**config.mk**
```make
export PLATFORM = sky130hd
export DESIGN_NAME = sel_sequencer
export DESIGN_NICKNAME = d
export VERILOG_FILES = /design/src/rtl/sel_sequencer.sv
export SDC_FILE = /design/constraint.sdc
export NUM_CORES = 1
export LEC_CHECK = 0
export CORE_UTILIZATION = 54
export DETAILED_ROUTE_END_ITERATION = 7
export PLACE_DENSITY = 0.82
export SETUP_SLACK_MARGIN = 0.4
export SYNTH_ARGS = -nofsm -noshare
export SYNTH_HDL_FRONTEND = slang
export SYNTH_SLANG_ARGS = --single-unit
```
**constraint.sdc**
```tcl
create_clock -name clk -period 4.1 [get_ports clk]
set_clock_uncertainty 0.1 [all_clocks]
set_input_delay 0.615 -clock clk [delete_from_list [all_inputs] [get_ports clk]]
set_output_delay 0.615 -clock clk [all_outputs]
set_load 0.03 [all_outputs]
```
**src/rtl/sel_sequencer.sv**
```systemverilog
// rtl/sel_sequencer.sv - dwell-timed select-code sequencer (0..LAST_CODE, wraps) for the partial-case mux stage
// Optional feature macro: SEL_SEQ_DIR_EN adds a dir input for down-counting.
module sel_sequencer #(
  parameter int SEL_W     = 2,
  parameter int DWELL_W   = 8,
  parameter int LAST_CODE = 2
) (
  input  logic               clk,
  input  logic               reset_n,
  input  logic               en,
`ifdef SEL_SEQ_DIR_EN
  input  logic               dir,
`endif
  input  logic               clr,
  input  logic [DWELL_W-1:0] dwell,
  input  logic               load,
  input  logic [SEL_W-1:0]   load_sel,
  output logic [SEL_W-1:0]   sel,
  output logic               step,
  output logic               wrap,
  output logic               busy
);

  typedef enum logic [1:0] {S_IDLE, S_RUN, S_PAUSE} state_t;

  localparam logic [SEL_W-1:0] LAST = SEL_W'(LAST_CODE);

  state_t               r_state, w_state_nxt;
  logic [SEL_W-1:0]     r_sel, w_sel_nxt, w_sel_adv;
  logic [DWELL_W-1:0]   r_cnt, w_cnt_nxt;
  logic                 r_step, w_step_nxt;
  logic                 r_wrap, w_wrap_nxt, w_wrap_adv;
  logic                 w_dir;

`ifdef SEL_SEQ_DIR_EN
  assign w_dir = dir;
`else
  assign w_dir = 1'b0;
`endif

  always_comb begin
    if (w_dir) begin
      w_wrap_adv = (r_sel == '0);
      w_sel_adv  = w_wrap_adv ? LAST : r_sel - SEL_W'(1);
    end else begin
      w_wrap_adv = (r_sel == LAST);
      w_sel_adv  = w_wrap_adv ? '0 : r_sel + SEL_W'(1);
    end
  end

  always_comb begin
    w_state_nxt = r_state;
    w_sel_nxt   = r_sel;
    w_cnt_nxt   = r_cnt;
    w_step_nxt  = 1'b0;
    w_wrap_nxt  = 1'b0;
    if (clr) begin
      w_state_nxt = S_IDLE;
      w_sel_nxt   = '0;
      w_cnt_nxt   = '0;
    end else if (load) begin
      w_sel_nxt = (load_sel > LAST) ? LAST : load_sel;
      w_cnt_nxt = '0;
    end else begin
      case (r_state)
        S_IDLE: begin
          w_cnt_nxt = '0;
          if (en) w_state_nxt = S_RUN;
        end
        // A resuming PAUSE counts on the same edge, so the retained cnt carries straight on.
        S_RUN, S_PAUSE: begin
          if (!en) begin
            w_state_nxt = S_PAUSE;
          end else begin
            w_state_nxt = S_RUN;
            if (r_cnt >= dwell) begin
              w_sel_nxt  = w_sel_adv;
              w_cnt_nxt  = '0;
              w_step_nxt = 1'b1;
              w_wrap_nxt = w_wrap_adv;
            end else begin
              w_cnt_nxt = r_cnt + DWELL_W'(1);
            end
          end
        end
        default: w_state_nxt = S_IDLE;
      endcase
    end
  end

  always_ff @(posedge clk or negedge reset_n) begin
    if (!reset_n) begin
      r_state <= S_IDLE;
      r_sel   <= '0;
      r_cnt   <= '0;
      r_step  <= 1'b0;
      r_wrap  <= 1'b0;
    end else begin
      r_state <= w_state_nxt;
      r_sel   <= w_sel_nxt;
      r_cnt   <= w_cnt_nxt;
      r_step  <= w_step_nxt;
      r_wrap  <= w_wrap_nxt;
    end
  end

  assign sel  = r_sel;
  assign step = r_step;
  assign wrap = r_wrap;
  assign busy = (r_state == S_RUN);

endmodule
```
==> results.txt <==
- Share of post-route cells with drive strength above 1: 7.46%
- STA classifies the critical path endpoint as a register.
- The floorplan has 15 rows.
* Residual overflow from global routing: 0
* Share of the synthesized area in the top cell type: 35.4%
* Number of violations reported at the end of detailed-routing iteration 0: 25
* Category of the critical setup timing path: input port to register
- Once the floorplan was initialized, standard cells occupied 57.4% of the core.
- Switching power: 0.0696 mW
- Vias in the first global route: 858
- Boundary Pins: 20
* Hold Path Stages: 1
* Netlist area before placement: 991 um2
- Depth of the worst register-to-register path: 7
- Worst hold slack after final layout: 0.435 ns
- Post-synthesis net count: 140
- In this run, synthesis inferred 0 flip-flops with an integrated enable.
- Fraction of power consumed by combinational cells: 18.0%
* Clock slew at reported path FFs: 0.09 ns
* NumNets Final: 163
- Number of failing hold endpoints at the final stage: 0
* Transition at the pin with the smallest max-transition slack: 0.630 ns
- The later pin in the worst-skew pair is clocked with a latency of 0.27 ns.
- Final TNS setup: 0 ns
- Arrival time at the worst endpoint: 2.72 ns
- Max capacitance violation total: 0
- Synthesis instantiated 32 different standard cells from the library.
- Height of the die: 44.8 um
- Max Buffers Root-to-Sink: 2
* Mean number of vias per cell: 5.60
- After filler insertion, the fill cell instance count of the layout stands at 150.
- Setup repair after global routing left no endpoint under its margin.
- Switching Share: 25.9%
* Number of buffers added by the clock tree synthesis step: 3
- Post-Route WL: 2040 um
- Post-synth top area cell: sky130_fd_sc_hd__dfrtp_1
- Setup violations remaining at the end of the flow were counted as 0.
- Async SR Flop Fraction: 100%
* CTS Sinks: 14
- Drt drc: 0
- Global routing used 23.6% of the available tracks across all layers.
* First-pass GRT wire length: 3480 um
* End of the worst register-to-register path: r_cnt[3]
* Internal: 0.199 mW
- CTS tree: yes
- Static timing analysis puts the maximum clock frequency at 374 MHz.
- Pin count of the biggest net entering global routing: 15
- Worst reg2reg setup slack: 1.76 ns
* Hold endpoint: wrap
- Slew Limit Headroom: 57.9%
* Run status: finished, final reports clean
- Required @ worst endpoint: 4.14 ns
* Setup crit start kind: input port
* Launching instance or port of the critical path: dwell[7]
* Router iterations before antenna repair: 5
- Design Power: 0.269 mW
- After synthesis, flip-flops and latches occupy 35.4% of the total area.
* Part of the total power dissipated in sequential elements: 52.9%
- Dividing the detail-routed wire length by the instance count gives 12.8 um.
* Synthesized area divided by synthesized cell count: 8.77 um2
- Post-route cell area: 1230 um2
* Share of total power in the clock network: 29.1%
- Count of synthesis-stage warnings from yosys: 0
- Final worst setup slack: 1.42 ns
- Cts-stage hold buffer count: 0
- Summed over all nets, the half-perimeter wirelength after detailed placement is 1640 um.
- Placement Cell Area: 1210 um2
- The number of pins exceeding their max-slew limit in the final report came to 0.
- Class of the tightest hold or removal check: register to register
- The smallest clock period supported by the final layout is computed as 2.68 ns.
- Summing all flip-flop and latch instances after layout gives 350 um2.
- In the post-synthesis netlist, the biggest area contributors are sky130_fd_sc_hd__dfrtp_1, sky130_fd_sc_hd__ha_1, sky130_fd_sc_hd__inv_1, sky130_fd_sc_hd__a21oi_1, sky130_fd_sc_hd__o21ai_0.
- Leakage power figure: 0.580 nW
* Core footprint: 1730 um2
- H-tree level count: 1
- Syn Inst Count: 113
- Area of the die: 2010 um2
* PortBufs: 19
- For this run, the leading register cell type out of synthesis is sky130_fd_sc_hd__dfrtp_1.
* Reg2Reg Launch Point: r_cnt[0]
* Die width: 44.8 um
* Total power density per cell area: 219 nW/um2
- The startpoint identified for the worst hold timing path is sel[0].
- Number of synthesized register bits: 14
* Antenna-violating nets left: 0
* Final worst-path cycle share: 65.3%
* Overall via count from detail_route: 891
* PostCTS Resize Cnt: 0
- The congestion estimate from routability-driven global placement came to 0.894.
- Relative to the synthesized area, the layout overhead comes to 24.2%.
- The tree is rooted in a sky130_fd_sc_hd__clkbuf_4.
- Multi-input combinational cell area: 584 um2
- Maximum resistive drop on vdd: 0.267 mV
* Number of diodes added for antenna fixing: 0
* Initial antenna violation count: 0
- Of all nets on the critical path, the largest fanout is 4.
* Post-CTS Setup Repair Bufs: 0
* Post-Place Worst Slack: 1.16 ns
power groups by stage:
stage               Sequential, mW  Clock (mW)  Combinational, mW
floorplan                    0.147           0             0.0227
global placement             0.145           0             0.0471
detailed placement           0.145           0             0.0487
CTS                          0.142      0.0782             0.0490
global route                 0.143      0.0822             0.0545
finish                       0.142      0.0782             0.0486
flip-flops by register name, summed over array words and instances, names as in the netlist:
name / flops
sel: 2
step: 1
wrap: 1
r_cnt: 8
r_state: 2
synth_stat cells, drive strengths merged (2+ instances only):
cell / instances
dfrtp: 14
inv: 14
ha: 12
a21oi: 9
nand2: 9
o21ai: 9
nor2: 8
a21o: 5
nand3: 4
nor4: 3
or2: 3
a2111oi: 2
nor3: 2
nor3b: 2
or3: 2
metal layers:
layer,vias to the layer above,GRT usage (%),routed length [um]
li1,451,-,-
met4,0,5.45,15
met2,26,40.9,955
met5,-,0,0
met1,412,30.4,952
met3,2,4.80,117
worst max path at each step:
stage / cells after the start / slack (ns) / endpoint
2_1_floorplan: 6 / 1.72 / r_cnt[3]
5_1_grt: 8 / 1.22 / sel[1]
3_5_place_dp: 8 / 1.16 / sel[1]
4_1_cts: 8 / 1.45 / sel[1]
6_report: 8 / 1.42 / sel[1]
3_3_place_gp: 8 / 1.23 / sel[1]
worst max-delay path, cell delays in order:
cell and delay, ns:
sky130_fd_sc_hd__clkdlybuf4s50_1 0.45, sky130_fd_sc_hd__inv_1 0.04, sky130_fd_sc_hd__ha_1 0.30, sky130_fd_sc_hd__nand4_1 0.10, sky130_fd_sc_hd__a21oi_1 0.30, sky130_fd_sc_hd__a21oi_1 0.16
sky130_fd_sc_hd__or2_2 0.34, sky130_fd_sc_hd__a2111oi_0 0.41
cell families after synthesis:
logic type | count (synthesis) | synth area share [%]
AND/OR/NAND/NOR | 40 | 22.1
AO/OA/AOI/OAI | 31 | 20.8
buffers and inverters | 15 | 5.68
flip-flops | 14 | 35.4
adder cells (fa/ha/maj) | 12 | 15.2
XOR/XNOR | 1 | 0.884
per-stage QoR:
step           util (%)  std cells
2_1_floorplan         -        113
3_3_place_gp       70.0        156
3_5_place_dp       70.0        156
4_1_cts            71.3        159
5_1_grt            71.3        159
6_report           71.3        159
placed cells by master (no fill, tap or decap), drive strengths merged:
cell type	Yosys	final
and2b	1	1
nand3	4	4
ha	12	12
o21a	1	1
nand4	1	1
nor2b	1	1
a2111oi	2	2
nand2b	1	1
nor3b	2	2
clkdlybuf4s50	0	19
or3	2	2
nor4b	1	1
a311o	1	1
a21o	5	5
or4	1	1
a21oi	9	9
nand2	9	9
o21ai	9	9
o211ai	1	1
xor2	1	1
nor2	8	8
or2	3	3
inv	14	14
nor4	3	3
a211o	1	1
nor4bb	1	1
nor3	2	2
a32o	1	1
clkbuf	1	3
dfrtp	14	14
a2111o	1	1
cell type report:
cell class / instances / area share [%]
Clock buffer: 3 / 1.83
Inverter: 14 / 4.27
Multi-Input combinational cell: 84 / 47.5
Sequential cell: 14 / 28.5
Tap cell: 25 / 2.54
Timing Repair Buffer: 19 / 15.4
Power figures use the tool's default switching activity.
